==> src/rtl/ysyx_22040088_ifu_pkg.sv <==
// Shared constants and encodings for the NPC instruction fetch unit.
package ysyx_22040088_ifu_pkg;

  localparam int          XLEN     = 64;
  localparam logic [63:0] RESET_PC = 64'h0000_0000_8000_0000;
  localparam logic [31:0] NOP      = 32'h0000_0013;

  typedef enum logic [1:0] {
    S_REQ  = 2'd0,
    S_WAIT = 2'd1,
    S_HOLD = 2'd2
  } ifu_state_e;

  typedef enum logic [1:0] {
    PC_HOLD  = 2'd0,
    PC_INC   = 2'd1,
    PC_REDIR = 2'd2
  } pc_sel_e;

endpackage

==> src/rtl/ysyx_22040088_pcreg.sv <==
// Architectural PC register with hold / sequential / redirect next-PC select.
module ysyx_22040088_pcreg
  import ysyx_22040088_ifu_pkg::*;
#(
  parameter int                XLEN     = ysyx_22040088_ifu_pkg::XLEN,
  parameter logic [XLEN-1:0]   RESET_PC = XLEN'(ysyx_22040088_ifu_pkg::RESET_PC)
) (
  input  logic            clk,
  input  logic            rst,
  input  pc_sel_e         pc_sel,
  input  logic [XLEN-1:0] redirect_pc,
  output logic [XLEN-1:0] pc
);

  logic [XLEN-1:0] pc_d, pc_q;

  always_comb begin
    pc_d = pc_q;
    case (pc_sel)
      PC_INC:   pc_d = pc_q + XLEN'(4);
      PC_REDIR: pc_d = redirect_pc;
      default:  pc_d = pc_q;
    endcase
  end

  always_ff @(posedge clk or negedge rst) begin
    if (!rst) pc_q <= RESET_PC;
    else      pc_q <= pc_d;
  end

  assign pc = pc_q;

endmodule

==> src/rtl/ysyx_22040088_ifu.sv <==
// Fetch FSM: issue one imem request per instruction, hold the result for decode,
// and squash in-flight fetches on execute-stage redirects.
module ysyx_22040088_ifu
  import ysyx_22040088_ifu_pkg::*;
#(
  parameter logic [63:0] RESET_PC = ysyx_22040088_ifu_pkg::RESET_PC,
  parameter int          XLEN     = ysyx_22040088_ifu_pkg::XLEN
) (
  input  logic            clk,
  input  logic            rst,
  input  logic            redirect_valid,
  input  logic [XLEN-1:0] redirect_pc,
  output logic            imem_req_valid,
  input  logic            imem_req_ready,
  output logic [XLEN-1:0] imem_req_addr,
  input  logic            imem_rsp_valid,
  input  logic [31:0]     imem_rsp_data,
  output logic            if_valid,
  input  logic            if_ready,
  output logic [31:0]     if_inst,
  output logic [XLEN-1:0] if_pc,
  output logic            if_misalign
);

  ifu_state_e      state_d, state_q;
  logic            drop_d, drop_q;
  pc_sel_e         pc_sel;
  logic [XLEN-1:0] pc;

  logic            if_valid_d, if_valid_q;
  logic [31:0]     if_inst_d, if_inst_q;
  logic [XLEN-1:0] if_pc_d, if_pc_q;
  logic            if_misalign_d, if_misalign_q;

  logic pc_misalign, req_fire;

  ysyx_22040088_pcreg #(
    .XLEN     (XLEN),
    .RESET_PC (XLEN'(RESET_PC))
  ) u_pcreg (
    .clk         (clk),
    .rst         (rst),
    .pc_sel      (pc_sel),
    .redirect_pc (redirect_pc),
    .pc          (pc)
  );

  assign pc_misalign    = pc[1:0] != 2'b00;
  // Gated by reset so nothing is presented to memory while held in reset.
  assign imem_req_valid = rst && (state_q == S_REQ) && !pc_misalign;
  assign imem_req_addr  = pc;
  assign req_fire       = imem_req_valid && imem_req_ready;

  always_comb begin
    state_d       = state_q;
    drop_d        = drop_q;
    pc_sel        = PC_HOLD;
    if_valid_d    = if_valid_q;
    if_inst_d     = if_inst_q;
    if_pc_d       = if_pc_q;
    if_misalign_d = if_misalign_q;
    case (state_q)
      S_REQ: begin
        if (pc_misalign) begin
          if_valid_d    = 1'b1;
          if_inst_d     = NOP;
          if_pc_d       = pc;
          if_misalign_d = 1'b1;
          state_d       = S_HOLD;
        end else if (req_fire) begin
          state_d = S_WAIT;
          drop_d  = redirect_valid;
          if (redirect_valid) pc_sel = PC_REDIR;
        end else if (redirect_valid) begin
          pc_sel = PC_REDIR;
        end
      end
      S_WAIT: begin
        if (redirect_valid) begin
          pc_sel = PC_REDIR;
          if (imem_rsp_valid) begin
            drop_d  = 1'b0;
            state_d = S_REQ;
          end else begin
            drop_d  = 1'b1;
          end
        end else if (imem_rsp_valid) begin
          if (drop_q) begin
            drop_d  = 1'b0;
            state_d = S_REQ;
          end else begin
            if_valid_d    = 1'b1;
            if_inst_d     = imem_rsp_data;
            if_pc_d       = pc;
            if_misalign_d = 1'b0;
            state_d       = S_HOLD;
          end
        end
      end
      S_HOLD: begin
        // A redirect squashes the held instruction even if decode takes it.
        if (redirect_valid) begin
          if_valid_d = 1'b0;
          pc_sel     = PC_REDIR;
          state_d    = S_REQ;
        end else if (if_ready) begin
          if_valid_d = 1'b0;
          pc_sel     = PC_INC;
          state_d    = S_REQ;
        end
      end
      default: state_d = S_REQ;
    endcase
  end

  always_ff @(posedge clk or negedge rst) begin
    if (!rst) begin
      state_q       <= S_REQ;
      drop_q        <= 1'b0;
      if_valid_q    <= 1'b0;
      if_inst_q     <= NOP;
      if_pc_q       <= '0;
      if_misalign_q <= 1'b0;
    end else begin
      state_q       <= state_d;
      drop_q        <= drop_d;
      if_valid_q    <= if_valid_d;
      if_inst_q     <= if_inst_d;
      if_pc_q       <= if_pc_d;
      if_misalign_q <= if_misalign_d;
    end
  end

  assign if_valid    = if_valid_q;
  assign if_inst     = if_inst_q;
  assign if_pc       = if_pc_q;
  assign if_misalign = if_misalign_q;

endmodule

==> config.mk <==
export PLATFORM = sky130hd
export DESIGN_NAME = ysyx_22040088_ifu
export DESIGN_NICKNAME = d
export VERILOG_FILES = /design/src/rtl/ysyx_22040088_ifu_pkg.sv /design/src/rtl/ysyx_22040088_pcreg.sv /design/src/rtl/ysyx_22040088_ifu.sv
export SDC_FILE = /design/constraint.sdc
export NUM_CORES = 1
export LEC_CHECK = 0
export ABC_AREA = 1
export BUFFER_PORTS_ARGS = -buffer_cell sky130_fd_sc_hd__clkbuf_2
export CORE_ASPECT_RATIO = 0.7
export CORE_UTILIZATION = 47
export DETAILED_ROUTE_END_ITERATION = 16
export GPL_ROUTABILITY_DRIVEN = 0
export GPL_TIMING_DRIVEN = 0
export PLACE_DENSITY = 0.76
export SLEW_MARGIN = 20
export SYNTH_ARGS = -nofsm -noshare
export SYNTH_HDL_FRONTEND = slang
export SYNTH_SLANG_ARGS = --single-unit
==> constraint.sdc <==
create_clock -name clk -period 1.9 [get_ports clk]
set_clock_uncertainty 0.1 [all_clocks]
set_input_delay 0 -clock clk [delete_from_list [all_inputs] [get_ports clk]]
set_output_delay 0 -clock clk [all_outputs]
set_load 0.1 [all_outputs]
; ---- Word level (Yosys, flattened, before mapping)
; Cells that the tools add are included.
; Widths: inputs -> output; s select.
[word_totals]
output_inout_bits = 163
wordCells = 76
rom_bits = 0
latch_bits = 0
n_memories = 0
ramBits = 0
regBits = 165
[op_classes]
reduce_logical = 13
div = 0
shift = 0
n_lt_le_gt_ge = 0
multipliers = 0
muxes = 42
bitwise_logic = 0
n_addsub = 1
eq_ne = 13
[op_table]
columns = cell, count
row1 = $mux 64, 4
row2 = $pmux 64 s2, 2
row3 = $mux 32, 4
row4 = $add 64x3->64 const B, 1
row5 = $pmux 32 s2, 1
row6 = $mux 2, 11
row7 = $mux 1, 15
row8 = $ne 2x2->1 const B, 6
row9 = $pmux 2 s3, 2
row10 = $ne 3x3->1 const B, 3
row11 = $reduce_and 6->1, 1
row12 = $reduce_bool 2->1, 3
row13 = $reduce_and 5->1, 1
row14 = $eq 2x1->1 const B, 2
row15 = $eq 2x2->1 const B, 2
row16 = $pmux 1 s2, 2
row17 = $reduce_and 4->1, 1
row18 = $logic_and 1x1->1, 3
row19 = $pmux 1 s3, 1
row20 = $reduce_and 3->1, 1
row21 = $reduce_bool 3->1, 1
row22 = $logic_not 2->1, 1
row23 = $logic_not 1->1, 1

; ---- Longest topological paths before layout
[logic_depth]
depth_word = 7
mapped_depth = 12
ltp_nobuf = 11

; ---- Hierarchy
; Synthesis repeated with hierarchy kept, for this count alone.
[unflattened]
cells_unflattened = 1386
area_unflattened_um2 = 9464.1
[modules_own_cells]
columns = module, area_per_inst_um2, cells_each, n_inst, seq_area_each_um2
row1 = ysyx_22040088_pcreg, 5157.4, 889, 1, 1602.8
row2 = ysyx_22040088_ifu, 4306.6, 497, 1, 2531.2

; ---- Least setup slack after synthesis
; No wires, ideal clock.
[synth_timing]
kind = register to register
start = register u_pcreg.pc_q[1], in the netlist u_pcreg.pc[1]
end = register u_pcreg.pc_q[43], in the netlist u_pcreg.pc[43]
required_time_ns = 1.731
setup_slack_ns = -0.683
synth_period_minus_slack_ns = 2.583
arrival_ns = 2.414
stages_incl_launch_ff = 10
cell_sequence = dfrtp_1 > nor2_1 > nor2_1 > nor2_1 > ha_1 > buf_2 > buf_1 > clkbuf_1 > nand2_1 > nand2_1
[synth_between]
elab_chain_cells = 5
[synth_lines]
columns = element, line_no
row1 = start: declaration, ysyx_22040088_pcreg.sv:15  ; logic [XLEN-1:0] pc_d, pc_q;
row2 = start signal: assignment, ysyx_22040088_pcreg.sv:28  ; else pc_q <= pc_d;
row3 = branches (longest 5 deep; another with $add 64x3->64), -
; Several ways; the timed one is not identified.
; A chain may end at the register's enable or synchronous reset.

; ---- Final worst setup path
[layout_timing]
start = register u_pcreg.pc_q[17], in the netlist u_pcreg.pc[17]
end = register u_pcreg.pc_q[59], in the netlist u_pcreg.pc[59]
[layout_between]
elab_chain_cells = 2
[layout_lines]
columns = element, line_no
row1 = $add 64x3->64, ysyx_22040088_pcreg.sv:20  ; PC_INC: pc_d = pc_q + XLEN'(4);
row2 = $pmux 64 s2, ysyx_22040088_pcreg.sv:19  ; case (pc_sel)
; No other way between the ends.

==> flow_metrics.env <==
export IMPL_grt_max_degree=96
export IMPL_setup_violations=46
export IMPL_worstPathMaxFanout=5
export IMPL_die_width_microns=166.7
export IMPL_syn_num_nets=1356
export IMPL_cts_made_buffers=17
export IMPL_ys_top_cells_by_area="dfrtp_1 45%, nand2_1 18%, nor2_1 8.7%"
export IMPL_fp_dieH_microns=117.3
export IMPL_yosysMostFrequentCell="nand2_1"
export IMPL_rsz0062_at_grt="true"
export IMPL_portBuffers=264
export IMPL_ys_seq_area_share_pct=46.35
export IMPL_root_buffer="clkbuf_16"
export IMPL_holdBufCountCts=103
export IMPL_start_kind="flip-flop"
export IMPL_ys_ff_latch=165
export IMPL_io_pins=265
export IMPL_synthCells=1252
export IMPL_multi_input_area_sq_mm=0.004747
export IMPL_fillerInstances=1384
export IMPL_wirelength_microns=35550
export IMPL_finalCriticalPeriod_ns=1.984
export IMPL_syn_avg_cell_area_sq_um=7.124
export IMPL_grt_pass1_vias=9695
export IMPL_overflow=0
export IMPL_max_slew_margin_pct=59.57
export IMPL_path_class="reg2reg"
export IMPL_slew_viol_final=0
export IMPL_max_freq_mhz=504.0
export IMPL_yosysTopAreaCell="dfrtp_1"
export IMPL_syn_area_sq_mm=0.008920
export IMPL_yosys_warnings=0
export IMPL_critical_path_max_stage_delay_ns=0.43
export IMPL_endpoint_kind="flip-flop"
export IMPL_cts_tree="built"
export IMPL_arrival_ns=2.21
export IMPL_seqCellArea_sq_mm=0.004223
export IMPL_hold_worst_slack_ns=-0.5679
export IMPL_cts_sinks=165
export IMPL_cts_path_max_buffers=2
export IMPL_rr_startpoint="u_pcreg.pc[17]"
export IMPL_min_path_type="in2async"
export IMPL_drc_errors=0
export IMPL_drive_gt1_share_pct=35.14
export IMPL_r2r_setup_slack_ns=-0.08
export IMPL_cp_slowest_cell="dfrtp_2"
export IMPL_crit_chain="nand2_1, nor2_1, nand2_1, nor2_1, nand2_1, o21ai_1, nand3_1, nand2_1, nand2_1"
export IMPL_reg2reg_to="u_pcreg.pc[59]"
export IMPL_area_growth_pct=51.33
export IMPL_post_drt_wl_per_cell_microns=18.54
export IMPL_ant_nets=0
export IMPL_worst_pin_slew_ns=0.6091
export IMPL_fin_crit_sh_pct=104.4
export IMPL_crit_family="simple AND/OR/NAND/NOR gates"
export IMPL_ys_async_sr_fraction_pct=100.0
export IMPL_n_antenna_cell=0
export IMPL_num_vias=10620
export IMPL_coreArea_sq_mm=0.01831
export IMPL_ctsHtreeMaxLevel=4
export IMPL_drt_initial_drc_count=1288
export IMPL_ys_top_cells_by_count="423 x nand2_1, 207 x nor2_1, 161 x dfrtp_1"
export IMPL_critPathRequiredTime_ns=2.12
export IMPL_dieArea_sq_mm=0.01954
export IMPL_firstDrtPassIters=6
export IMPL_status="finished with violations"
export IMPL_reg2reg_depth=9
export IMPL_crit_buf_inv=0
export IMPL_place_hpwl_microns=24470
export IMPL_grt_total_usage_pct=35.63
export IMPL_yosysTopAreaCellShare_pct=45.17
export IMPL_synth_edf_count=0
export IMPL_finalNetCount=1773
export IMPL_grt_pass1_wl_microns=52840
export IMPL_synth_distinct_cells=33
export IMPL_maxCapViolCount=0
export IMPL_synth_ff_type="dfrtp_1"
export IMPL_clkTransAtPathRegs_ns=0.07
export IMPL_fin_ws_ns=-0.08422
export IMPL_worstSkewPairLatency_ns=0.44
export IMPL_violations="negative hold slack, negative setup slack"
export IMPL_hold_viol_final=161
export IMPL_antenna_found_initial=1
export IMPL_initial_utilization_pct=48.71
export IMPL_placementRows=41
export IMPL_viasPerCell=5.534
export IMPL_path_common_cell="nand2_1"
## worst reg2reg max path, delay by kind of cell (launching register included)
family,cells,cell delay [ns]
compound gates,1,0.21
flops,1,0.43
simple gates,8,1.15
## routing by layer
layer / routed length [microns] / global-route usage (%)
met1: 14390 / 47.25
met2: 15530 / 54.82
met3: 4328 / 11.43
met4: 1300 / 13.77
met5: 0 / 0
## area by class of cell
class	instances	area share, %
multi-input combinational	927	35.17
sequential	165	31.28
timing repair buffer	400	20.26
buffer	46	3.717
inverter	112	3.189
clock buffer	17	3.152
tap	236	2.188
clock inverter	15	1.038
## flip-flops by register name (all words and copies together), names as in the netlist
register and flops:
if_valid 1, u_pcreg.pc 64, if_inst 32, state_q 2, if_pc 64, drop_q 1, if_misalign 1
## cell families after synthesis
group	after synthesis	synth area share [%]
XOR/XNOR	14	1.375
flip-flops	165	46.35
AND/OR/NAND/NOR	729	33.15
AO/OA/AOI/OAI	182	11.78
adder cells (fa/ha/maj)	2	0.2805
buffers and inverters	160	7.070
## layout by cell type, fill, tap and decap left out, types with 14 or more instances in the layout
master	count
a21oi_1	17
a22o_1	29
buf_4	29
clkbuf_16	25
clkbuf_2	267
dfrtp_1	101
dfrtp_2	56
dlygate4sd3_1	103
inv_1	104
nand2_1	412
nand2_2	19
nand3_1	51
nor2_1	137
nor2_2	41
nor2_4	44
o21ai_0	37
o21ai_1	67
o21ai_2	14
xor2_1	14
## metrics by stage
step,util (%),cells,setup TNS [ns],setup WS [ns],cell area [sq um]
6_report,73.70,1918,-1.249,-0.08422,13500
5_1_grt,73.70,1918,-4.938,-0.1519,13500
4_1_cts,70.36,1899,-4.642,-0.1242,12880
3_5_place_dp,58.78,1753,-25.42,-0.3929,10770
3_3_place_gp,58.58,1752,-411.75,-2.833,10730
2_1_floorplan,-,1252,-1.092,-0.04392,9112
## timing repair
item,4_1_cts,5_1_grt
endpoints found under the setup margin,131,129
buffers inserted,8,19
gates resized for setup,116,149
gates cloned,3,2
pin swaps,24,29
endpoints found under the hold margin,171,71
## worst max-delay path by stage
stage	startpoint	depth (start not counted)	slack, ns	to
2_1_floorplan	u_pcreg.pc[0]	9	-0.04	u_pcreg.pc[29]
3_3_place_gp	rst	1	-2.83	u_pcreg.pc[3]
3_5_place_dp	u_pcreg.pc[0]	11	-0.39	u_pcreg.pc[27]
4_1_cts	u_pcreg.pc[1]	11	-0.12	u_pcreg.pc[25]
5_1_grt	u_pcreg.pc[2]	10	-0.15	u_pcreg.pc[35]
6_report	u_pcreg.pc[17]	9	-0.08	u_pcreg.pc[59]
Power is left out: the tool's default activity adds up to more than one toggle a clock period on the data nets, which glitch-free logic cannot reach.
